### src/rtl/chunker_pkg.sv
// chunker_pkg: shared helpers for the word-to-chunk streaming block.
// Chunk-count function, level width helper, bit-order codes, stage states.
package chunker_pkg;

   localparam int MSB_FIRST = 0;
   localparam int LSB_FIRST = 1;

   typedef enum logic {
      EMPTY  = 1'b0,
      STREAM = 1'b1
   } stage_t;

   function automatic int nr(input int l, input int m);
      return l / m;
   endfunction

   function automatic int lvl_w(input int depth);
      return $clog2(depth + 1);
   endfunction

endpackage

### src/rtl/chunker_stream_if.sv
// chunker_stream_if: word input and chunk output handshakes.
// slave is the chunker side, master is the producer/consumer side.
interface chunker_stream_if #(
   parameter int L = 8,
   parameter int M = 2
);

   logic [L-1:0] data_in;
   logic         in_valid;
   logic         in_ready;
   logic [M-1:0] q;
   logic         valid;
   logic         out_ready;

   modport master (
      output data_in, in_valid, out_ready,
      input  in_ready, q, valid
   );

   modport slave (
      input  data_in, in_valid, out_ready,
      output in_ready, q, valid
   );

endinterface

### src/rtl/chunker_stream_sync_fifo.sv
// sync_fifo: single-clock FIFO with occupancy count.
// Push while full and pop while empty are ignored.
module sync_fifo
   import chunker_pkg::*;
#(
   parameter int WIDTH = 8,
   parameter int DEPTH = 4,
   localparam int CW = lvl_w(DEPTH),
   localparam int PW = (DEPTH > 1) ? $clog2(DEPTH) : 1
) (
   input  logic             clk,
   input  logic             reset,
   input  logic             push,
   input  logic             pop,
   input  logic [WIDTH-1:0] din,
   output logic [WIDTH-1:0] dout,
   output logic             full,
   output logic             empty,
   output logic [CW-1:0]    count
);

   logic [WIDTH-1:0] mem [DEPTH];
   logic [PW-1:0]    wr_ptr;
   logic [PW-1:0]    rd_ptr;
   logic             do_push;
   logic             do_pop;

   function automatic logic [PW-1:0] nxt(input logic [PW-1:0] p);
      return (p == PW'(DEPTH - 1)) ? '0 : p + PW'(1);
   endfunction

   assign full    = (count == CW'(DEPTH));
   assign empty   = (count == '0);
   assign do_push = push && !full;
   assign do_pop  = pop && !empty;
   assign dout    = mem[rd_ptr];

   // storage write, no reset needed on data
   always_ff @(posedge clk) begin
      if (do_push)
         mem[wr_ptr] <= din;
   end

   // pointer and occupancy bookkeeping
   always_ff @(posedge clk) begin
      if (reset) begin
         wr_ptr <= '0;
         rd_ptr <= '0;
         count  <= '0;
      end else begin
         if (do_push)
            wr_ptr <= nxt(wr_ptr);
         if (do_pop)
            rd_ptr <= nxt(rd_ptr);
         if (do_push && !do_pop)
            count <= count + CW'(1);
         else if (do_pop && !do_push)
            count <= count - CW'(1);
      end
   end

endmodule

### src/rtl/chunker_stream.sv
// chunker_stream: buffers L-bit words and emits them as M-bit chunks.
// Full FIFO drops input and sets a sticky overflow flag.
module chunker_stream
   import chunker_pkg::*;
#(
   parameter int L         = 8,
   parameter int M         = 2,
   parameter int DEPTH     = 4,
   parameter int LSB_FIRST = 0
) (
   input  logic                       clk,
   input  logic                       reset,
   chunker_stream_if.slave            bus,
   output logic [$clog2(DEPTH+1)-1:0] level,
   output logic                       overflow
);

   localparam int NR = nr(L, M);
   localparam int IW = (NR > 1) ? $clog2(NR) : 1;

   if (M < 1 || M > L) begin : g_bad_m
      $error("chunker_stream: M must satisfy 1 <= M <= L");
   end else if (L % M != 0) begin : g_bad_lm
      $error("chunker_stream: L must be a multiple of M");
   end
   if (DEPTH < 1) begin : g_bad_depth
      $error("chunker_stream: DEPTH must be >= 1");
   end

   stage_t        state;
   logic [L-1:0]  word;
   logic [IW-1:0] idx;
   logic [M-1:0]  q_r;
   logic          valid_r;

   logic [L-1:0]  head;
   logic          fifo_full;
   logic          fifo_empty;
   logic          push;
   logic          pop_fire;
   logic          last;
   logic          load;

   function automatic logic [M-1:0] pick(
      input logic [L-1:0] w,
      input int           i
   );
      logic [L-1:0] s;
      int           sel;
      sel = (LSB_FIRST == chunker_pkg::LSB_FIRST) ? i : (NR - 1 - i);
      s   = w >> (sel * M);
      return s[M-1:0];
   endfunction

   assign bus.in_ready = !fifo_full && !reset;
   assign bus.q        = q_r;
   assign bus.valid    = valid_r;

   assign push     = bus.in_valid && bus.in_ready;
   assign pop_fire = valid_r && bus.out_ready;
   assign last     = (idx == IW'(NR - 1));
   assign load     = !fifo_empty &&
                     ((state == EMPTY) || (pop_fire && last));

   sync_fifo #(
      .WIDTH (L),
      .DEPTH (DEPTH)
   ) u_fifo (
      .clk   (clk),
      .reset (reset),
      .push  (push),
      .pop   (load),
      .din   (bus.data_in),
      .dout  (head),
      .full  (fifo_full),
      .empty (fifo_empty),
      .count (level)
   );

   // output stage FSM: load, advance, reload or drain to empty
   always_ff @(posedge clk) begin
      if (reset) begin
         state   <= EMPTY;
         word    <= '0;
         idx     <= '0;
         q_r     <= '0;
         valid_r <= 1'b0;
      end else begin
         unique case (state)
            EMPTY: begin
               if (load) begin
                  word    <= head;
                  idx     <= '0;
                  q_r     <= pick(head, 0);
                  valid_r <= 1'b1;
                  state   <= STREAM;
               end
            end
            STREAM: begin
               if (pop_fire) begin
                  if (!last) begin
                     idx <= idx + IW'(1);
                     q_r <= pick(word, int'(idx) + 1);
                  end else if (load) begin
                     word <= head;
                     idx  <= '0;
                     q_r  <= pick(head, 0);
                  end else begin
                     idx     <= '0;
                     valid_r <= 1'b0;
                     state   <= EMPTY;
                  end
               end
            end
            default: state <= EMPTY;
         endcase
      end
   end

   // sticky flag for words refused because the FIFO was full
   always_ff @(posedge clk) begin
      if (reset)
         overflow <= 1'b0;
      else if (bus.in_valid && fifo_full)
         overflow <= 1'b1;
   end

endmodule

### src/flat_wrapper.sv
// flat-port wrapper written by rule: the top's interface ports become plain ports
module chunker_stream_flat import chunker_pkg::*;
#(
   parameter int L         = 8,
   parameter int M         = 2,
   parameter int DEPTH     = 4,
   parameter int LSB_FIRST = 0
)
  (clk, reset, level, overflow, bus_data_in, bus_in_valid, bus_out_ready, bus_in_ready, bus_q, bus_valid);
  chunker_stream_if #(.L(L), .M(M)) bus_i ();
  input  logic clk;
  input  logic reset;
  output logic [$clog2(DEPTH+1)-1:0] level;
  output logic overflow;
  input wire logic [$bits(bus_i.data_in)-1:0] bus_data_in;
  input wire logic [$bits(bus_i.in_valid)-1:0] bus_in_valid;
  input wire logic [$bits(bus_i.out_ready)-1:0] bus_out_ready;
  output wire logic [$bits(bus_i.in_ready)-1:0] bus_in_ready;
  output wire logic [$bits(bus_i.q)-1:0] bus_q;
  output wire logic [$bits(bus_i.valid)-1:0] bus_valid;
  assign bus_i.data_in = bus_data_in;
  assign bus_i.in_valid = bus_in_valid;
  assign bus_i.out_ready = bus_out_ready;
  assign bus_in_ready = bus_i.in_ready;
  assign bus_q = bus_i.q;
  assign bus_valid = bus_i.valid;
  chunker_stream #(.L(L), .M(M), .DEPTH(DEPTH), .LSB_FIRST(LSB_FIRST)) u_core (.clk(clk), .reset(reset), .bus(bus_i), .level(level), .overflow(overflow));
endmodule
### config.mk
export PLATFORM = sky130hd
export DESIGN_NAME = chunker_stream_flat
export DESIGN_NICKNAME = d
export VERILOG_FILES = /design/src/rtl/chunker_pkg.sv /design/src/rtl/chunker_stream_if.sv /design/src/rtl/chunker_stream_sync_fifo.sv /design/src/rtl/chunker_stream.sv /design/src/flat_wrapper.sv
export SDC_FILE = /design/constraint.sdc
export NUM_CORES = 1
export LEC_CHECK = 0
export ABC_AREA = 1
export CAP_MARGIN = 20
export CORE_AREA = 10 10 77 79
export DETAILED_ROUTE_END_ITERATION = 16
export DIE_AREA = 0 0 87 89
export GPL_ROUTABILITY_DRIVEN = 1
export PLACE_DENSITY = 0.74
export SLEW_MARGIN = 20
export SYNTH_ARGS = -nofsm -noshare
export SYNTH_HDL_FRONTEND = slang
export SYNTH_SLANG_ARGS = --single-unit
### constraint.sdc
create_clock -name clk -period 2.7 [get_ports clk]
set_input_delay 0.54 -clock clk [delete_from_list [all_inputs] [get_ports clk]]
set_output_delay 0.54 -clock clk [all_outputs]
set_load 0.02 [all_outputs]
==> out/results.ini <==
[route]
firstDrtPassIters = 4
wl_per_cell_um = 13.5
vias_per_cell = 5.17
first_iter_violations = 144
routed_wl_um = 4280
ant_nets = 0
vias = 1644
drc = 0

[power_and_ir_drop]
p_leak_uw = 0.00106
cellPowerDensity_nw_per_um2 = 998
ir_worst_vdd_mv = 0.385

[sta]
layout_min_cycle_time_ns = 2.32
worst_slew_pin_slew_ns = 0.620
rsz0062_at_grt = false
setup-violations-final = 0
hold_viol = 0
timing.fmax_ghz = 0.431
worst_slack_ns = 0.379
worst_clock_skew_ns = 0.00762
relSlewSlack_pct = 58.6
hold-worst-slack_ns = 0.451
fin_crit_sh_pct = 86.0
drv_slew = 0
final.setup.tns_ns = 0

[place]
io_buffers = 19
hpwlAfterDp_um = 3010
globalplace.congestion = 0.829
pre_cts_slack_ns = 0.180

[logic_synthesis]
postSynthAreaPerCell_sq_um = 9.95
yosys.area.top_type = edfxtp_1
synth_cell_types = 28
synthCells = 239
syn_area_sq_um = 2380
yosysSeqAreaShare_pct = 60.6
synth_warnings = 0
syn_nets = 259
synth_seq_cells = 56
synth_area_leaders = edfxtp_1, dfxtp_1, nor2_1
yosys.area.top_type_share_pct = 40.4

[grt]
antenna_found_initial = 0
grt_pass1_vias = 1610
grt.overflow.total = 0
grt_first_pass_wirelength_um = 7220
grt_max_degree = 19
grt_util_all_layers_pct = 11.8

[floorplan]
io_pins = 20
start_util_pct = 52.4
core_region_area_sq_um = 4540
rows = 25
die_area_sq_um = 7740
die_x_um = 87
die_y_um = 89

[job]
maxCapViolCount = 0

[worst_setup_path]
arrival_ns = 1.78
start_kind = input port
end_kind = output pin
cp.required_ns = 2.16
critical_path_class = in2out
worst-path-max-fanout = 2

[clock_tree]
clk_latency_ns = 0.30
postCtsSetupBuffers = 0
cts_tree = yes
numCtsBuffers = 5
htree_levels = 2
clk_path_buf_depth = 2
path_clk_slew_ns = 0.09
post_cts_resized = 0
holdBufCountCts = 0
clock-sinks = 56
cts_root_buffer = clkbuf_8

[finish]
drive_gt1_share_pct = 9.85
layout_commonest_cell = nor2_1
final_cell_mix = nor2_1, edfxtp_1, nand2_1
fin_util_pct = 59.8
n_antenna_cell = 0
multi_input_area_sq_um = 795
fin_nets = 283
nFillCells = 385
regArea_sq_um = 1440
area_growth_pct = 14.1

[min_path]
min_path_type = reg2reg

[outcome]
status = finished, final reports clean

state kept, by name, indices dropped and copies added (netlist names), named ones only:
signal and count:
u_core.u_fifo.mem 32, u_core.word 8, u_core.u_fifo.count 3, u_core.bus.q 2
u_core.idx 2, u_core.u_fifo.rd_ptr 2, u_core.u_fifo.wr_ptr 2, u_core.bus.valid 1
u_core.overflow 1, u_core.state 1
cells in the mapped netlist (all sizes together):
library cell / count
a211oi: 1
a21oi: 13
a31oi: 6
buf: 6
clkbuf: 1
dfxtp: 24
edfxtp: 32
fa: 1
ha: 7
inv: 26
nand2: 35
nand3: 11
nor2: 42
o211a: 1
o211ai: 1
o21ai: 31
xor2: 1
cell type report:
| type | count | area share (%) |
|---|---|---|
| Clock inverter | 1 | 0.323 |
| Timing Repair Buffer | 24 | 8.39 |
| Inverter | 26 | 3.60 |
| Clock buffer | 7 | 2.81 |
| Sequential cell | 56 | 53.1 |
| Tap cell | 54 | 2.49 |
| Multi-Input combinational cell | 150 | 29.3 |
metrics by stage:
stage | area, sq um | cells | power [uW]
floorplan | 2380 | 239 | 2010
global placement | 2630 | 310 | 2270
detailed placement | 2630 | 310 | 2290
CTS | 2710 | 318 | 2730
global route | 2710 | 318 | 2940
finish | 2710 | 318 | 2710
critical path, cell delays in order:
cell	delay [ns]
clkdlybuf4s50_1	0.43
nor2_1	0.18
clkdlybuf4s50_1	0.64
report_power, final:
part | internal, uW | switching, uW | leakage [uW]
Sequential | 1080 | 180 | 0.000488
Combinational | 399 | 611 | 0.000528
Clock | 187 | 249 | 0.0000428
Total | 1670 | 1040 | 0.00106
path summary, 6_finish.rpt:
kind	start	end	slack (ns)	cells past startpoint
worst min register to register	u_core.overflow$_SDFFE_PP0P_	u_core.overflow$_SDFFE_PP0P_	0.45	2
worst max-delay path	reset	bus_in_ready	0.38	3
worst max register to register	u_core.idx[0]$_SDFFE_PP0P_	u_core.u_fifo.count[2]$_SDFFE_PP0P_	0.49	11
worst min-delay path	u_core.overflow$_SDFFE_PP0P_	u_core.overflow$_SDFFE_PP0P_	0.45	2
layer usage:
metal | track usage, % | share of wire [%] | wire (um)
met4 | 5.15 | 2.3 | 98
met1 | 13.1 | 43 | 1860
met5 | 0 | 0 | 0
met2 | 20.4 | 50 | 2140
met3 | 3.83 | 4.4 | 189
cells by family after synthesis:
| logic type | Yosys count | share of synthesized area [%] |
|---|---|---|
| adder cells (fa/ha/maj) | 8 | 4.52 |
| AO/OA/AOI/OAI | 53 | 12.2 |
| AND/OR/NAND/NOR | 88 | 16.3 |
| flip-flops | 56 | 60.6 |
| XOR/XNOR | 1 | 0.368 |
| buffers and inverters | 33 | 6.00 |
Note: power is estimated with default switching activity, not from simulation.
